### config.mk
export PLATFORM = sky130hd
export DESIGN_NAME = fetch_stage_flat
export DESIGN_NICKNAME = d
export VERILOG_FILES = /design/src/rtl/fetch_stage_if.sv /design/src/rtl/fetch_stage.sv /design/src/flat_wrapper.sv
export SDC_FILE = /design/constraint.sdc
export NUM_CORES = 1
export LEC_CHECK = 0
export ABC_AREA = 0
export BUFFER_PORTS_ARGS = -buffer_cell sky130_fd_sc_hd__buf_2
export CORE_UTILIZATION = 60
export DETAILED_ROUTE_END_ITERATION = 8
export GPL_ROUTABILITY_DRIVEN = 0
export MAX_ROUTING_LAYER = met4
export PLACE_DENSITY = 0.91
export SLEW_MARGIN = 30
export SYNTH_ARGS = -nofsm -noshare
export SYNTH_HDL_FRONTEND = slang
export SYNTH_SLANG_ARGS = --single-unit
### constraint.sdc
create_clock -name clk_i -period 10.1 [get_ports clk_i]
set_clock_uncertainty 0.1 [all_clocks]
set_input_delay 0.505 -clock clk_i [delete_from_list [all_inputs] [get_ports clk_i]]
set_output_delay 0.505 -clock clk_i [all_outputs]
set_load 0.05 [all_outputs]
### src/rtl/fetch_stage_if.sv
// Instruction-memory request/response channel between the fetch stage (master)
// and instruction memory (slave): single outstanding request, response >=1 cycle after grant.
interface fetch_stage_if #(
    parameter int XLEN = 32
);
    logic            imem_req_o;
    logic [XLEN-1:0] imem_addr_o;
    logic            imem_gnt_i;
    logic            imem_rvalid_i;
    logic [31:0]     imem_rdata_i;

    modport master (
        output imem_req_o,
        output imem_addr_o,
        input  imem_gnt_i,
        input  imem_rvalid_i,
        input  imem_rdata_i
    );

    modport slave (
        input  imem_req_o,
        input  imem_addr_o,
        output imem_gnt_i,
        output imem_rvalid_i,
        output imem_rdata_i
    );
endinterface

### src/rtl/fetch_stage.sv
// RV32I IF stage plus IF/ID register: owns the PC, keeps one fetch outstanding,
// parks a response in a 1-entry buffer when decode cannot take it.
module fetch_stage #(
    parameter int              XLEN      = 32,
    parameter logic [XLEN-1:0] RESET_PC  = '0,
    parameter logic [31:0]     NOP_INSTR = 32'h0000_0013
) (
    input  logic             clk_i,
    input  logic             rst_n_i,
    input  logic             stall_f_i,
    input  logic             stall_d_i,
    input  logic             flush_d_i,
    input  logic             pc_src_e_i,
    input  logic [XLEN-1:0]  pc_target_e_i,
    fetch_stage_if.master    imem,
    output logic [31:0]      instr_d_o,
    output logic [XLEN-1:0]  pc_d_o,
    output logic [XLEN-1:0]  pc_plus4_d_o,
    output logic             valid_d_o
);

    typedef enum logic [1:0] {
        IDLE,
        PEND,
        KILL
    } state_e;

    localparam logic [XLEN-1:0] PC_STEP = XLEN'(4);

    state_e          state_q, state_d;
    logic            started_q;
    logic [XLEN-1:0] pc_f_q;
    logic [XLEN-1:0] pend_pc_q;

    logic            buf_valid_q;
    logic [31:0]     buf_instr_q;
    logic [XLEN-1:0] buf_pc_q;

    logic deliver;
    logic direct;
    logic req;
    logic grant;

    // A response is usable only if it belongs to the current path.
    assign deliver = (state_q == PEND) && imem.imem_rvalid_i && !pc_src_e_i;
    assign direct  = deliver && !stall_d_i && !flush_d_i && !buf_valid_q;

    // Issuing in the same cycle a direct response lands keeps zero-wait memory at 1 instr/cycle.
    assign req   = started_q && !stall_f_i && !pc_src_e_i && !buf_valid_q
                && ((state_q == IDLE) || direct);
    assign grant = req && imem.imem_gnt_i;

    assign imem.imem_req_o  = req;
    assign imem.imem_addr_o = pc_f_q;

    always_comb begin
        // NOTE: default first, so every path through this block assigns state_d and no latch is inferred.
        state_d = state_q;
        if (pc_src_e_i) begin
            if (imem.imem_rvalid_i)  state_d = IDLE;
            else if (state_q == PEND) state_d = KILL;
        end else if (grant) begin
            state_d = PEND;
        end else if (imem.imem_rvalid_i && (state_q != IDLE)) begin
            state_d = IDLE;
        end
    end

    // NOTE: sequential state uses non-blocking assignments so every register samples pre-edge values.
    always_ff @(posedge clk_i or negedge rst_n_i) begin
        if (!rst_n_i) begin
            state_q   <= IDLE;
            started_q <= 1'b0;
            pc_f_q    <= RESET_PC;
            pend_pc_q <= RESET_PC;
        end else begin
            state_q   <= state_d;
            started_q <= 1'b1;
            if (pc_src_e_i) begin
                pc_f_q <= pc_target_e_i;
            end else if (grant) begin
                pc_f_q    <= pc_f_q + PC_STEP;
                pend_pc_q <= pc_f_q;
            end
        end
    end

    always_ff @(posedge clk_i or negedge rst_n_i) begin
        if (!rst_n_i) begin
            buf_valid_q <= 1'b0;
        end else if (pc_src_e_i) begin
            buf_valid_q <= 1'b0;
        end else if (deliver && !direct) begin
            buf_valid_q <= 1'b1;
        end else if (buf_valid_q && !flush_d_i && !stall_d_i) begin
            buf_valid_q <= 1'b0;
        end
    end

    // NOTE: buffer payload has no reset; buf_valid_q qualifies it, so its power-up contents never escape.
    always_ff @(posedge clk_i) begin
        if (deliver && !direct) begin
            buf_instr_q <= imem.imem_rdata_i;
            buf_pc_q    <= pend_pc_q;
        end
    end

    always_ff @(posedge clk_i or negedge rst_n_i) begin
        if (!rst_n_i) begin
            instr_d_o    <= NOP_INSTR;
            pc_d_o       <= '0;
            pc_plus4_d_o <= '0;
            valid_d_o    <= 1'b0;
        end else if (flush_d_i) begin
            instr_d_o <= NOP_INSTR;
            valid_d_o <= 1'b0;
        end else if (stall_d_i) begin
            instr_d_o <= instr_d_o;
        end else if (buf_valid_q) begin
            instr_d_o    <= buf_instr_q;
            pc_d_o       <= buf_pc_q;
            pc_plus4_d_o <= buf_pc_q + PC_STEP;
            valid_d_o    <= 1'b1;
        end else if (direct) begin
            instr_d_o    <= imem.imem_rdata_i;
            pc_d_o       <= pend_pc_q;
            pc_plus4_d_o <= pend_pc_q + PC_STEP;
            valid_d_o    <= 1'b1;
        end else begin
            instr_d_o <= NOP_INSTR;
            valid_d_o <= 1'b0;
        end
    end

endmodule

### src/flat_wrapper.sv
// flat-port wrapper written by rule: the top's interface ports become plain ports
module fetch_stage_flat 
#(
    parameter int              XLEN      = 32,
    parameter logic [XLEN-1:0] RESET_PC  = '0,
    parameter logic [31:0]     NOP_INSTR = 32'h0000_0013
)
  (clk_i, rst_n_i, stall_f_i, stall_d_i, flush_d_i, pc_src_e_i, pc_target_e_i, instr_d_o, pc_d_o, pc_plus4_d_o, valid_d_o, imem_imem_req_o, imem_imem_addr_o, imem_imem_gnt_i, imem_imem_rvalid_i, imem_imem_rdata_i);
  fetch_stage_if #(.XLEN(XLEN)) imem_i ();
  input  logic clk_i;
  input  logic rst_n_i;
  input  logic stall_f_i;
  input  logic stall_d_i;
  input  logic flush_d_i;
  input  logic pc_src_e_i;
  input  logic [XLEN-1:0] pc_target_e_i;
  output logic [31:0] instr_d_o;
  output logic [XLEN-1:0] pc_d_o;
  output logic [XLEN-1:0] pc_plus4_d_o;
  output logic valid_d_o;
  output wire logic [$bits(imem_i.imem_req_o)-1:0] imem_imem_req_o;
  output wire logic [$bits(imem_i.imem_addr_o)-1:0] imem_imem_addr_o;
  input wire logic [$bits(imem_i.imem_gnt_i)-1:0] imem_imem_gnt_i;
  input wire logic [$bits(imem_i.imem_rvalid_i)-1:0] imem_imem_rvalid_i;
  input wire logic [$bits(imem_i.imem_rdata_i)-1:0] imem_imem_rdata_i;
  assign imem_imem_req_o = imem_i.imem_req_o;
  assign imem_imem_addr_o = imem_i.imem_addr_o;
  assign imem_i.imem_gnt_i = imem_imem_gnt_i;
  assign imem_i.imem_rvalid_i = imem_imem_rvalid_i;
  assign imem_i.imem_rdata_i = imem_imem_rdata_i;
  fetch_stage #(.XLEN(XLEN), .RESET_PC(RESET_PC), .NOP_INSTR(NOP_INSTR)) u_core (.clk_i(clk_i), .rst_n_i(rst_n_i), .stall_f_i(stall_f_i), .stall_d_i(stall_d_i), .flush_d_i(flush_d_i), .pc_src_e_i(pc_src_e_i), .pc_target_e_i(pc_target_e_i), .imem(imem_i), .instr_d_o(instr_d_o), .pc_d_o(pc_d_o), .pc_plus4_d_o(pc_plus4_d_o), .valid_d_o(valid_d_o));
endmodule
== After elaboration in Yosys (flattened, before gate mapping) ==
Index checks and enable logic that the tools add are counted.
W data, S select, Z words.

* Bits in registers: 229
* Input port bits: 72
* Output and inout port bits: 130
* Logic and storage cells: 72

* Add/subtract/negate cells: 3
* Equal/unequal tests: 3
* Mux-type cells: 22
* Bitwise logic cells: 3
* Reduce and logical (&&, ||, !) cells: 30

{| class="wikitable"
|+ Operators by type and width
! kind !! count
|-
| $mux W32 || 10
|-
| $add A32 B3 Y32 const B || 3
|-
| $logic_and A1 B1 Y1 || 14
|-
| $mux W2 || 5
|-
| $mux W1 || 7
|-
| $logic_not A1 Y1 || 6
|-
| $reduce_bool A2 Y1 || 3
|-
| $reduce_bool A3 Y1 || 2
|-
| $reduce_and A2 Y1 || 2
|-
| $ne A3 B1 Y1 const B || 1
|-
| $not A1 Y1 || 3
|-
| $reduce_and A3 Y1 || 1
|-
| $eq A2 B1 Y1 const B || 1
|-
| $logic_not A2 Y1 || 1
|-
| $ne A2 B1 Y1 const B || 1
|-
| $logic_or A1 B1 Y1 || 1
|}

== Logic depth before layout (Yosys ltp) ==
Gate-level depths: netlist of the first run.

* Word-level depth: 11
* Depth in mapped cells: 12
* Depth with buffers taken out: 7

== Least setup slack after synthesis of the first run ==
No wires, ideal clock.

* Path kind: in2reg
* Start point: input pc_src_e_i
* End point: register u_core.buf_instr_q[0], enable pin
* Setup time: 486 ps
* Arrival: 3589 ps
* Data required time: 9514 ps
* Setup slack: 5925 ps
* Stages on the path: 3
* Path buffers: 1
* Path through: clkbuf_1 > nand4bb_1 > nor2_1

* Longest elaborated chain between the ends: 7

{| class="wikitable"
|+ Ends and longest elaborated chain
! item !! RTL line !! text
|-
| start: declaration || flat_wrapper.sv:15 || <nowiki>input logic pc_src_e_i;</nowiki>
|-
| $logic_not A1 Y1 * || fetch_stage.sv:45 || <nowiki>assign deliver = (state_q == PEND) && imem.imem_rvalid_i && !pc_src_e_i;</nowiki>
|-
| $logic_and A1 B1 Y1 * || fetch_stage.sv:45 ||
|-
| $logic_and A1 B1 Y1 (3 in series) || fetch_stage.sv:46 || <nowiki>assign direct = deliver && !stall_d_i && !flush_d_i && !buf_valid_q;</nowiki>
|-
| $logic_not A1 Y1 || fetch_stage.sv:102 || <nowiki>if (deliver && !direct) begin</nowiki>
|-
| $logic_and A1 B1 Y1 * || fetch_stage.sv:102 ||
|-
| end signal: assignment || fetch_stage.sv:103 || <nowiki>buf_instr_q <= imem.imem_rdata_i;</nowiki>
|-
| end: declaration || fetch_stage.sv:36 || <nowiki>logic [31:0] buf_instr_q;</nowiki>
|}

Mark *: on every way between the ends. The rest lies on a longest branch, timed or not.
A chain may end at the register's enable or synchronous reset.

== Worst setup path after layout of the first run ==
* Start point: register u_core.buf_valid_q
* End point: output imem_imem_req_o

* Longest elaborated chain between the ends: 4
* Elaborated cells on any way between the ends: 5
* Classes of those cells: 5 x reduce/logical

{| class="wikitable"
|+ Ends and longest elaborated chain
! item !! RTL line !! text
|-
| start: declaration || fetch_stage.sv:35 || <nowiki>logic buf_valid_q;</nowiki>
|-
| start signal: assignment || fetch_stage.sv:90 || <nowiki>buf_valid_q <= 1'b0;</nowiki>
|-
| start signal: assignment || fetch_stage.sv:92 || <nowiki>buf_valid_q <= 1'b0;</nowiki>
|-
| start signal: assignment || fetch_stage.sv:94 || <nowiki>buf_valid_q <= 1'b1;</nowiki>
|-
| $logic_not A1 Y1 * || fetch_stage.sv:46, fetch_stage.sv:49 ||
|-
| $logic_and A1 B1 Y1 || fetch_stage.sv:46 ||
|-
| $logic_or A1 B1 Y1 || fetch_stage.sv:50 || <nowiki>&& ((state_q == IDLE) || direct);</nowiki>
|-
| $logic_and A1 B1 Y1 * || fetch_stage.sv:50 ||
|-
| end: declaration || flat_wrapper.sv:21 || <nowiki>output wire logic [$bits(imem_i.imem_req_o)-1:0] imem_imem_req_o;</nowiki>
|}

Marks and branches as above.

==> results.yml, run 1 <==
route:
  finalWirelength_microns: 25200
  via_count: 8248
  drt_iter0_markers: 885
  first_pass_iters: 6
  drcViolationCount: 0
  avgViaCountPerCell: 6.13
  drt-wirelength-per-cell_microns: 18.7
  ant_nets: 0
clocking:
  cts.path.max_buffers: 3
  cts-root-buf: "clkbuf_16"
  cts_sinks: 227
  clk_latency_ps: 500
  cts.repair.resized: 0
  postCtsHoldBufs: 0
  cts_inserted_buffers: 23
  cts_tree: "yes"
  path_clk_slew_ps: 60
  htreeDepth: 1
  post_cts_buffers: 0
global_routing:
  track_usage_pct: 30.1
  grt_pass1_wl_microns: 40800
  grt_max_degree: 113
  grt_pass1_vias: 7680
  gr-total-overflow: 0
  antenna_found_initial: 1
sta:
  slew_violations: 0
  hold_slack_ps: -27.0
  fin_ws_ps: 6860
  hold_viol_final: 32
  setup-tns-final_ps: 0
  rsz0062_at_grt: "false"
  timing.fmax_mhz: 309
  timing.final.crit_share_pct: 32.1
  fin_crit_ps: 3240
  maxSlewHeadroom_pct: 41.3
  tightest_slew_ps: 881
  setup_viol: 0
worst_setup_path:
  startpoint: "u_core.buf_valid_q$_DFFE_PN0P_"
  reg2reg_slack_ps: 6890
  path_max_fanout: 78
  crit_arrival_ps: 2630
  end_kind: "primary output"
  cp-start-kind: "register"
  reg2reg_to: "u_core.pc_plus4_d_o[24]$_DFFE_PN0P_"
  r2r-start: "u_core.buf_valid_q$_DFFE_PN0P_"
  critPathKind: "reg -> out"
  worstPathRequired_ps: 9500
  reg2regPathDepth: 8
synthesis:
  synth_xor_area_share_pct: 1.29
  async_flop_share_pct: 71.8
  synthAdderAreaFrac_pct: 0.246
  synth_compound_area_share_pct: 14.0
  syn_nets: 999
  ys_types: 72
  synth_top_family_by_area: "simple AND/OR/NAND/NOR gates"
  netlist_area_sq_um: 10200
  synthSimpleGateAreaFrac_pct: 17.6
  synth-edff-count: 64
  ys_ff_latch: 227
  yosys_warnings: 0
  ys_seq_area_share_pct: 59.0
  syn_avg_cell_area_sq_um: 11.0
  synth_top_flop_cell: "dfrtp_1"
  synthCells: 925
  synthMuxAreaShare_pct: 3.82
placed_design:
  port_buffers: 201
  pre_cts_ws_ps: 6880
  placedCellCount: 1303
  hpwl_microns: 16900
  dpl-instance-area_sq_um: 11300
run_status:
  failed_checks: "hold timing"
  status: "finished, violations left"
layout:
  fillers: 1165
  nNetsFinal: 1182
  synthToLayoutAreaGrowth_pct: 18.6
  final_cells: 1345
  drive_gt1_share_pct: 25.2
  final_area_sq_um: 12100
floorplan:
  initial_utilization_pct: 61.4
  core.rowCount: 47
  die_area_sq_um: 17500
  die_x_microns: 132
  io_pins: 202
  placeableCoreArea_sq_um: 16600
  fp.dieH_microns: 132
pwr:
  p_per_area_nw_per_um2: 206
  p_leak_nw: 5.69
  ir_drop_mv: 0.147
job:
  drv_cap: 0
hold_path:
  hp-class: "in -> async"
-- area by class of cell --
| class | instances | area [sq um] | area share, % |
|---|---|---|---|
| inverter | 41 | 154 | 1.28 |
| antenna | 1 | 2.50 | 0.0207 |
| tap | 220 | 275 | 2.28 |
| multi-input combinational | 605 | 3800 | 31.5 |
| clock inverter | 9 | 95.1 | 0.788 |
| sequential | 227 | 6010 | 49.8 |
| clock buffer | 32 | 651 | 5.39 |
| timing repair buffer | 210 | 1090 | 9.01 |
-- registers in the layout, summed over array words and instances, names as in the netlist --
register	count
u_core.started_q	1
u_core.pend_pc_q	32
u_core.imem.imem_addr_o	32
u_core.buf_valid_q	1
u_core.state_q	2
u_core.buf_instr_q	32
u_core.instr_d_o	32
u_core.pc_plus4_d_o	32
u_core.pc_d_o	30
u_core.buf_pc_q	32
u_core.valid_d_o	1
-- routing by layer --
metal / global-route usage [%] / wire length, microns / vias up
li1: - / - / 3759
met1: 43.8 / 10900 / 3981
met2: 44.5 / 11600 / 453
met3: 4.00 / 2080 / 55
met4: 9.07 / 639 / 0
met5: - / 0 / -
-- power breakdown --
group          internal (mW)  total, mW  switching, mW  leakage [nW]
registers               1.04       1.14         0.0941          2.72
clock network          0.500      0.840          0.340         0.364
logic                  0.131      0.504          0.373          2.61
-- critical path, stage by stage, from the launching register on --
cell and delay, ps:
dfrtp_2 340, buf_4 680, nor3_2 220, a21oi_1 520
nor2_1 120, buf_2 240
-- per-stage QoR --
step	util [%]	power [mW]
after floorplan	-	1.49
after global placement	68.2	1.63
after detailed placement	68.2	1.65
after CTS	72.7	2.49
after global routing	72.8	2.57
final	72.8	2.48
-- worst max path at each step --
stage / endpoint / slack, ps / depth (start not counted)
global placement: u_core.imem.imem_addr_o[8]$_DFFE_PN0P_ / 6990 / 7
floorplan: u_core.buf_instr_q[0]$_DFFE_PP_ / 5930 / 3
CTS: imem_imem_req_o / 6880 / 5
finish: imem_imem_req_o / 6860 / 5
global route: u_core.pc_plus4_d_o[30]$_DFFE_PN0P_ / 6660 / 8
detailed placement: u_core.imem.imem_addr_o[15]$_DFFE_PN0P_ / 6880 / 7
-- placed cells by master, fill, tap and decap left out, drive strengths merged, types with 16 or more instances in the layout --
| cell type | netlist | final |
|---|---|---|
| o21ai | 62 | 62 |
| nor3 | 16 | 16 |
| nand3 | 42 | 42 |
| edfxtp | 64 | 64 |
| clkbuf | 24 | 32 |
| inv | 41 | 41 |
| nand2 | 188 | 188 |
| mux2i | 31 | 31 |
| buf | 28 | 210 |
| a222oi | 30 | 30 |
| nor2 | 31 | 31 |
| nand4 | 18 | 18 |
| dfrtp | 160 | 160 |
-- kinds of logic (layout without fill, tap and decap cells) --
logic type / count (synthesis) / after routing
xor gates and xnor gates: 15 / 15
AOI/OAI and AO/OA: 190 / 190
and+or+nand+nor: 359 / 359
other: 1 / 2
adders and majority gates: 2 / 2
buffers and inverters: 93 / 292
DFF: 227 / 227
muxes: 38 / 38
-- synth_stat cells, types with 4 or more instances --
cell type,n,area (sq um)
dfrtp_1,160,4000
o311ai_0,5,43.8
o21ai_1,17,85.1
buf_2,15,75.1
mux2_2,6,67.6
o21a_1,4,30.0
xnor2_1,11,96.3
a21oi_1,9,45.0
xor2_1,4,35.0
nor2_1,31,116
o311ai_1,4,35.0
o31ai_1,8,60.1
inv_1,40,150
nand3_1,37,185
edfxtp_1,64,1920
o211ai_1,6,45.0
nor4_1,11,68.8
nand3_2,5,50.1
or3_1,6,37.5
buf_1,5,18.8
nand3b_1,6,45.0
nor3_1,12,60.1
nor2b_1,4,25.0
or4_1,6,45.0
a222oi_1,30,300
and3_1,5,31.3
buf_6,4,45.0
o21ai_0,45,225
a21o_1,12,90.1
and2_1,4,25.0
o31a_1,6,52.6
and4_1,6,52.6
nor3_2,4,40.0
o22ai_1,4,25.0
mux2i_1,31,310
nand4_1,17,106
buf_4,4,30.0
clkbuf_1,24,90.1
a22oi_1,7,52.6
nand2_1,187,702
a221o_1,12,120
(Power assumes the default switching activity.)
==> run 2: changes to the inputs <==
- ABC_AREA: 0 -> 1
- CORE_UTILIZATION: 60 -> 50
- PLACE_DENSITY: 0.91 -> 0.81
- clock period: 10.1 -> 2.9 ns (I/O delays scaled with it)
==> run 2 against run 1 <==
Against the previous run:
- the run now ends clean
- sequential cell count stayed put
- synthesized cell count up 33%
- utilization shrank 8.1 points
- via count rose by 17%
- first-iteration DRC count up 2.0%
- non-clock buffer count grew 79
- clock-buffer cell count decreased by 3
- combinational power rose to 6.1 times the previous value
- synthesized area increased by 3.6%
- wire length increased by 12%
- final area is 9.5% higher
- sequential power grew to 3.7 times the previous value
- highest routed layer unchanged
==> results.yml, run 2 <==
sta:
  rsz0062_at_grt: "false"
  hold_slack_ps: 30.4
  slew_violations: 0
  setup-tns-final_ps: 0
  maxSlewHeadroom_pct: 45.0
  tightest_slew_ps: 825
  timing.final.crit_share_pct: 92.1
  timing.fmax_mhz: 374
  hold_viol_final: 0
  setup_viol: 0
  fin_crit_ps: 2670
floorplan:
  die_area_sq_um: 21700
  placeableCoreArea_sq_um: 20400
  core.rowCount: 52
  fp.dieH_microns: 147
  io_pins: 202
  die_x_microns: 147
  initial_utilization_pct: 51.6
pwr:
  p_per_area_nw_per_um2: 773
  p_leak_nw: 6.33
  ir_drop_mv: 0.516
hold_path:
  hp-class: "in -> reg"
  hold_path.startpoint: "stall_d_i"
layout:
  multiInputGateArea_sq_um: 3950
  fillers: 1652
  final_cell_mix: "nand2_1 (392), nand3_1 (211), buf_2 (200), dfrtp_1 (159), nor2_1 (108)"
  final_cells: 1775
  final_area_sq_um: 13200
  nNetsFinal: 1561
  final_common_cell: "nand2_1"
  num_antenna_cells: 0
  utilization_pct: 64.7
  synthToLayoutAreaGrowth_pct: 25.4
  seq_area_sq_um: 6010
  drive_gt1_share_pct: 18.7
placed_design:
  port_buffers: 201
  placedCellCount: 1661
  dpl-instance-area_sq_um: 11800
  hpwl_microns: 18700
worst_setup_path:
  crit_arrival_ps: 3020
  worstPathRequired_ps: 3250
  cp-start-kind: "register"
  path_max_fanout: 71
  startpoint: "u_core.buf_valid_q$_DFFE_PN0P_"
  end_kind: "register"
  r2r-start: "u_core.buf_valid_q$_DFFE_PN0P_"
  critPathKind: "reg -> reg"
synthesis:
  async_flop_share_pct: 71.8
  netlist_area_sq_um: 10500
  synthCells: 1231
  synth_top_area_cell: "dfrtp_1"
  synth-edff-count: 64
  syn_avg_cell_area_sq_um: 8.56
  yosys-top-cells-area: "dfrtp_1 (38%), edfxtp_1 (18%), nand2_1 (14%)"
  ys_seq_area_share_pct: 57.0
  netlist_top_cells_count: "nand2_1 (392), nand3_1 (211), dfrtp_1 (160), nor2_1 (110), inv_1 (75)"
  ys_ff_latch: 227
  synth_top_area_share_pct: 38.0
  synth.most_common_cell: "nand2_1"
  ys_types: 40
  syn_nets: 1305
  synth_top_flop_cell: "dfrtp_1"
  yosys_warnings: 0
route:
  avgViaCountPerCell: 5.44
  drt_iter0_markers: 903
  finalWirelength_microns: 28300
  drcViolationCount: 0
  drt-wirelength-per-cell_microns: 15.9
  first_pass_iters: 5
  via_count: 9662
  ant_nets: 0
clocking:
  postCtsHoldBufs: 70
  cts.path.max_buffers: 3
  post_cts_buffers: 0
  htreeDepth: 1
  path_clk_slew_ps: 60
  cts.repair.resized: 0
  cts_inserted_buffers: 24
  cts-root-buf: "clkbuf_16"
  cts_tree: "yes"
  cts_sinks: 227
  clk_latency_ps: 510
run_status:
  status: "completed"
global_routing:
  grt_pass1_wl_microns: 46100
  grt_max_degree: 87
  track_usage_pct: 27.1
  antenna_found_initial: 0
  gr-total-overflow: 0
  grt_pass1_vias: 9133
job:
  drv_cap: 0
run 2: final cells by class:
cell class | instances | share of cell area, %
Multi-Input combinational cell | 865 | 29.9
Sequential cell | 227 | 45.4
Inverter | 80 | 2.27
Timing Repair Buffer | 289 | 14.2
Tap cell | 270 | 2.56
Clock buffer | 29 | 4.92
Clock inverter | 15 | 0.710
run 2: worst max-delay path, stage by stage, from the launching register on:
cell,delay [ps]
dfrtp_2,390
buf_12,300
nor2_2,80
nand2_1,170
o21ai_2,110
nand3_4,80
buf_4,510
nand2_1,100
nand2_1,110
nand2_1,60
nand2_1,50
dlygate4sd3_1,530
run 2: worst paths after layout:
check,endpoint,slack [ps],cells past startpoint
setup / recovery,u_core.state_q[1]$_DFFE_PN0P_,230,11
hold / removal,u_core.buf_valid_q$_DFFE_PN0P_,30,4
setup reg to reg,u_core.state_q[1]$_DFFE_PN0P_,230,11
hold reg to reg,u_core.buf_pc_q[17]$_DFFE_PP_,350,0
max in group asynchronous,u_core.pc_d_o[14]$_DFFE_PN0P_,1730,3
min in group asynchronous,u_core.instr_d_o[13]$_DFFE_PN0P_,140,2
run 2: per-stage QoR:
stage	total power [mW]	setup slack (ps)
after CTS	10.3	234
after global routing	10.7	19.9
after floorplan	6.42	594
final	10.2	229
after global placement	7.21	640
after detailed placement	7.28	560
run 2: cell families (layout without fill, tap and decap cells):
logic type      Yosys count  in the layout  synth area share [%]
compound gates           83             83                  4.46
buf+inv                 139            413                  5.70
xor+xnor                 20             20                  1.66
fa+ha+maj                 2              2                 0.237
simple gates            759            759                  30.9
other cells               1              1                0.0356
flops                   227            227                  57.0
run 2: metal layers:
metal,share of wire (%),track usage [%],vias to the layer above
met2,45,40.6,503
met5,0,-,-
met1,43,37.9,4504
met3,8.6,3.66,85
met4,3.1,10.2,0
li1,-,-,4570
run 2: power by group:
group          internal (mW)  leakage, nW  switching [mW]
clock                   1.68        0.368            1.22
sequential              3.83         2.68           0.404
combinational          0.749         3.28            2.34
==> run 3: changes to the inputs <==
- CORE_MARGIN: default -> 2
==> run 3 against run 2 <==
Against the previous run:
- highest routed layer unchanged
- sequential share of layout area down 0.28 points
- clock-buffer cell count is 2 lower
- utilization decreased by 1.0 points
- first-iteration DRC count grew 8.0%
- critical endpoint is now imem_imem_req_o
- die area up 2.7%
==> results.yml, run 3 (synthesis gave the netlist of run 2 again) <==
clocking:
  cts-root-buf: "clkbuf_16"
  cts.path.max_buffers: 3
  clk_latency_ps: 510
  htreeDepth: 1
  cts_inserted_buffers: 24
  cts_tree: "yes"
  cts_sinks: 227
  path_clk_slew_ps: 60
  cts.repair.resized: 0
route:
  finalWirelength_microns: 29000
  first_pass_iters: 6
  avgViaCountPerCell: 5.39
  drt-wirelength-per-cell_microns: 16.3
  ant_nets: 0
  via_count: 9609
  drcViolationCount: 0
  drt_iter0_markers: 975
sta:
  tightest_slew_ps: 792
  timing.fmax_mhz: 382
  rsz0062_at_grt: "false"
  timing.final.crit_share_pct: 90.2
  hold_viol_final: 0
  fin_ws_ps: 284
  slew_violations: 0
  maxSlewHeadroom_pct: 47.2
  setup-tns-final_ps: 0
  fin_crit_ps: 2620
  setup_viol: 0
floorplan:
  die_x_microns: 149
  fp.dieH_microns: 149
  core.rowCount: 53
  io_pins: 202
  placeableCoreArea_sq_um: 20900
  die_area_sq_um: 22300
  initial_utilization_pct: 50.5
hold_path:
  hold_end: "u_core.buf_valid_q$_DFFE_PN0P_"
  hold_depth: 4
  hold_path.startpoint: "stall_d_i"
  hp-class: "in -> reg"
pwr:
  combPwrFrac_pct: 29.5
  seqPwrFrac_pct: 40.6
  swShare_pct: 38.5
  p_total_mw: 10.4
  p_clk_share_pct: 29.9
  switching_power_mw: 4.02
  p_leak_nw: 6.37
  p_per_area_nw_per_um2: 786
  p_int_mw: 6.43
  ir_drop_mv: 0.417
worst_setup_path:
  slowest_delay_ps: 420
  critPathTopFamily: "simple AND/OR/NAND/NOR gates"
  reg2reg_to: "u_core.pend_pc_q[2]$_DFFE_PN0P_"
  cp_num_buf_inv: 3
  reg2regPathDepth: 9
  critPathKind: "reg -> out"
  r2r-start: "u_core.state_q[1]$_DFFE_PN0P_"
  crit_path_frequent_cell: "nand2_1"
  worstPathRequired_ps: 2650
  crit_slowest_cell: "nor3_4"
  cp-start-kind: "register"
  crit_arrival_ps: 2370
  end_kind: "primary output"
  path_max_fanout: 11
  worstPathCellList: "inv_1 -> nand2_1 -> nor3_4 -> nand2_1 -> o21ai_2 -> nand2_1 -> inv_1 -> buf_2"
  reg2reg_slack_ps: 290
job:
  drv_cap: 0
layout:
  utilization_pct: 63.7
  final_area_sq_um: 13300
  seq_area_sq_um: 6010
  drive_gt1_share_pct: 19.3
  synthToLayoutAreaGrowth_pct: 26.1
  multiInputGateArea_sq_um: 3950
  fillers: 1669
  nNetsFinal: 1561
  final_cell_mix: "nand2_1 (392), nand3_1 (211), buf_2 (200), dfrtp_1 (159), nor2_1 (108)"
  final_common_cell: "nand2_1"
run_status:
  status: "completed"
placed_design:
  hpwl_microns: 18700
  dpl-instance-area_sq_um: 11800
  port_buffers: 201
  pre_cts_ws_ps: 389
global_routing:
  track_usage_pct: 26.7
  grt_pass1_vias: 8899
  gr-total-overflow: 0
  antenna_found_initial: 2
  grt_pass1_wl_microns: 46400
  grt_max_degree: 84
==> run 3: how the worst max path moves through the flow <==
stage / startpoint / to / slack (ps) / cells past startpoint
after floorplan: u_core.state_q[1]$_DFFE_PN0P_ / u_core.buf_instr_q[0]$_DFFE_PP_ / 590 / 5
after global placement: u_core.state_q[1]$_DFFE_PN0P_ / u_core.pend_pc_q[2]$_DFFE_PN0P_ / 490 / 9
after detailed placement: u_core.state_q[1]$_DFFE_PN0P_ / u_core.pend_pc_q[2]$_DFFE_PN0P_ / 390 / 9
after CTS: u_core.state_q[1]$_DFFE_PN0P_ / imem_imem_req_o / 290 / 8
after global routing: u_core.state_q[1]$_DFFE_PN0P_ / u_core.pend_pc_q[2]$_DFFE_PN0P_ / 80 / 9
final: u_core.state_q[1]$_DFFE_PN0P_ / imem_imem_req_o / 280 / 8
==> run 3: final cells by class <==
type                       instances  area share [%]
clock inverter                    17            1.30
sequential                       227            45.2
tap                              275            2.59
inverter                          80            2.26
antenna                            2          0.0376
timing repair buffer             289            14.2
multi-input combinational        865            29.7
clock buffer                      27            4.76
==> run 3: through the flow <==
| stage | hold WS [ps] | std cells |
|---|---|---|
| after detailed placement | 150 | 1667 |
| after floorplan | -251 | 1231 |
| final | 9.66 | 1782 |
| after global routing | 47.6 | 1782 |
| after CTS | 4.66 | 1780 |
| after global placement | 142 | 1667 |
==> run 3: what timing repair did <==
action,CTS,global route
hold buffers,69,0
buffers inserted,0,0
hold endpoints to repair,177,0
==> run 3: tightest hold or removal path, stage by stage <==
cell	delay (ps)
buf_2	90
inv_1	50
nand2_1	130
a31o_2	170
==> run 3: power by group through the flow <==
stage	clock network (mW)	logic (mW)	registers, mW
2_1_floorplan	0	0.933	5.49
3_3_place_gp	0	2.95	4.26
3_5_place_dp	0	2.98	4.29
4_1_cts	3.16	3.08	4.23
5_1_grt	3.29	3.32	4.30
6_report	3.12	3.08	4.24
==> run 3: per-layer routing <==
layer	up-vias	GRT usage [%]	share of wire, %	wire length [microns]
met3	87	3.55	8.0	2320
li1	4564	-	-	-
met5	-	-	0	0
met1	4474	38.1	43	12600
met4	0	10.0	3.8	1110
met2	484	39.2	45	13000
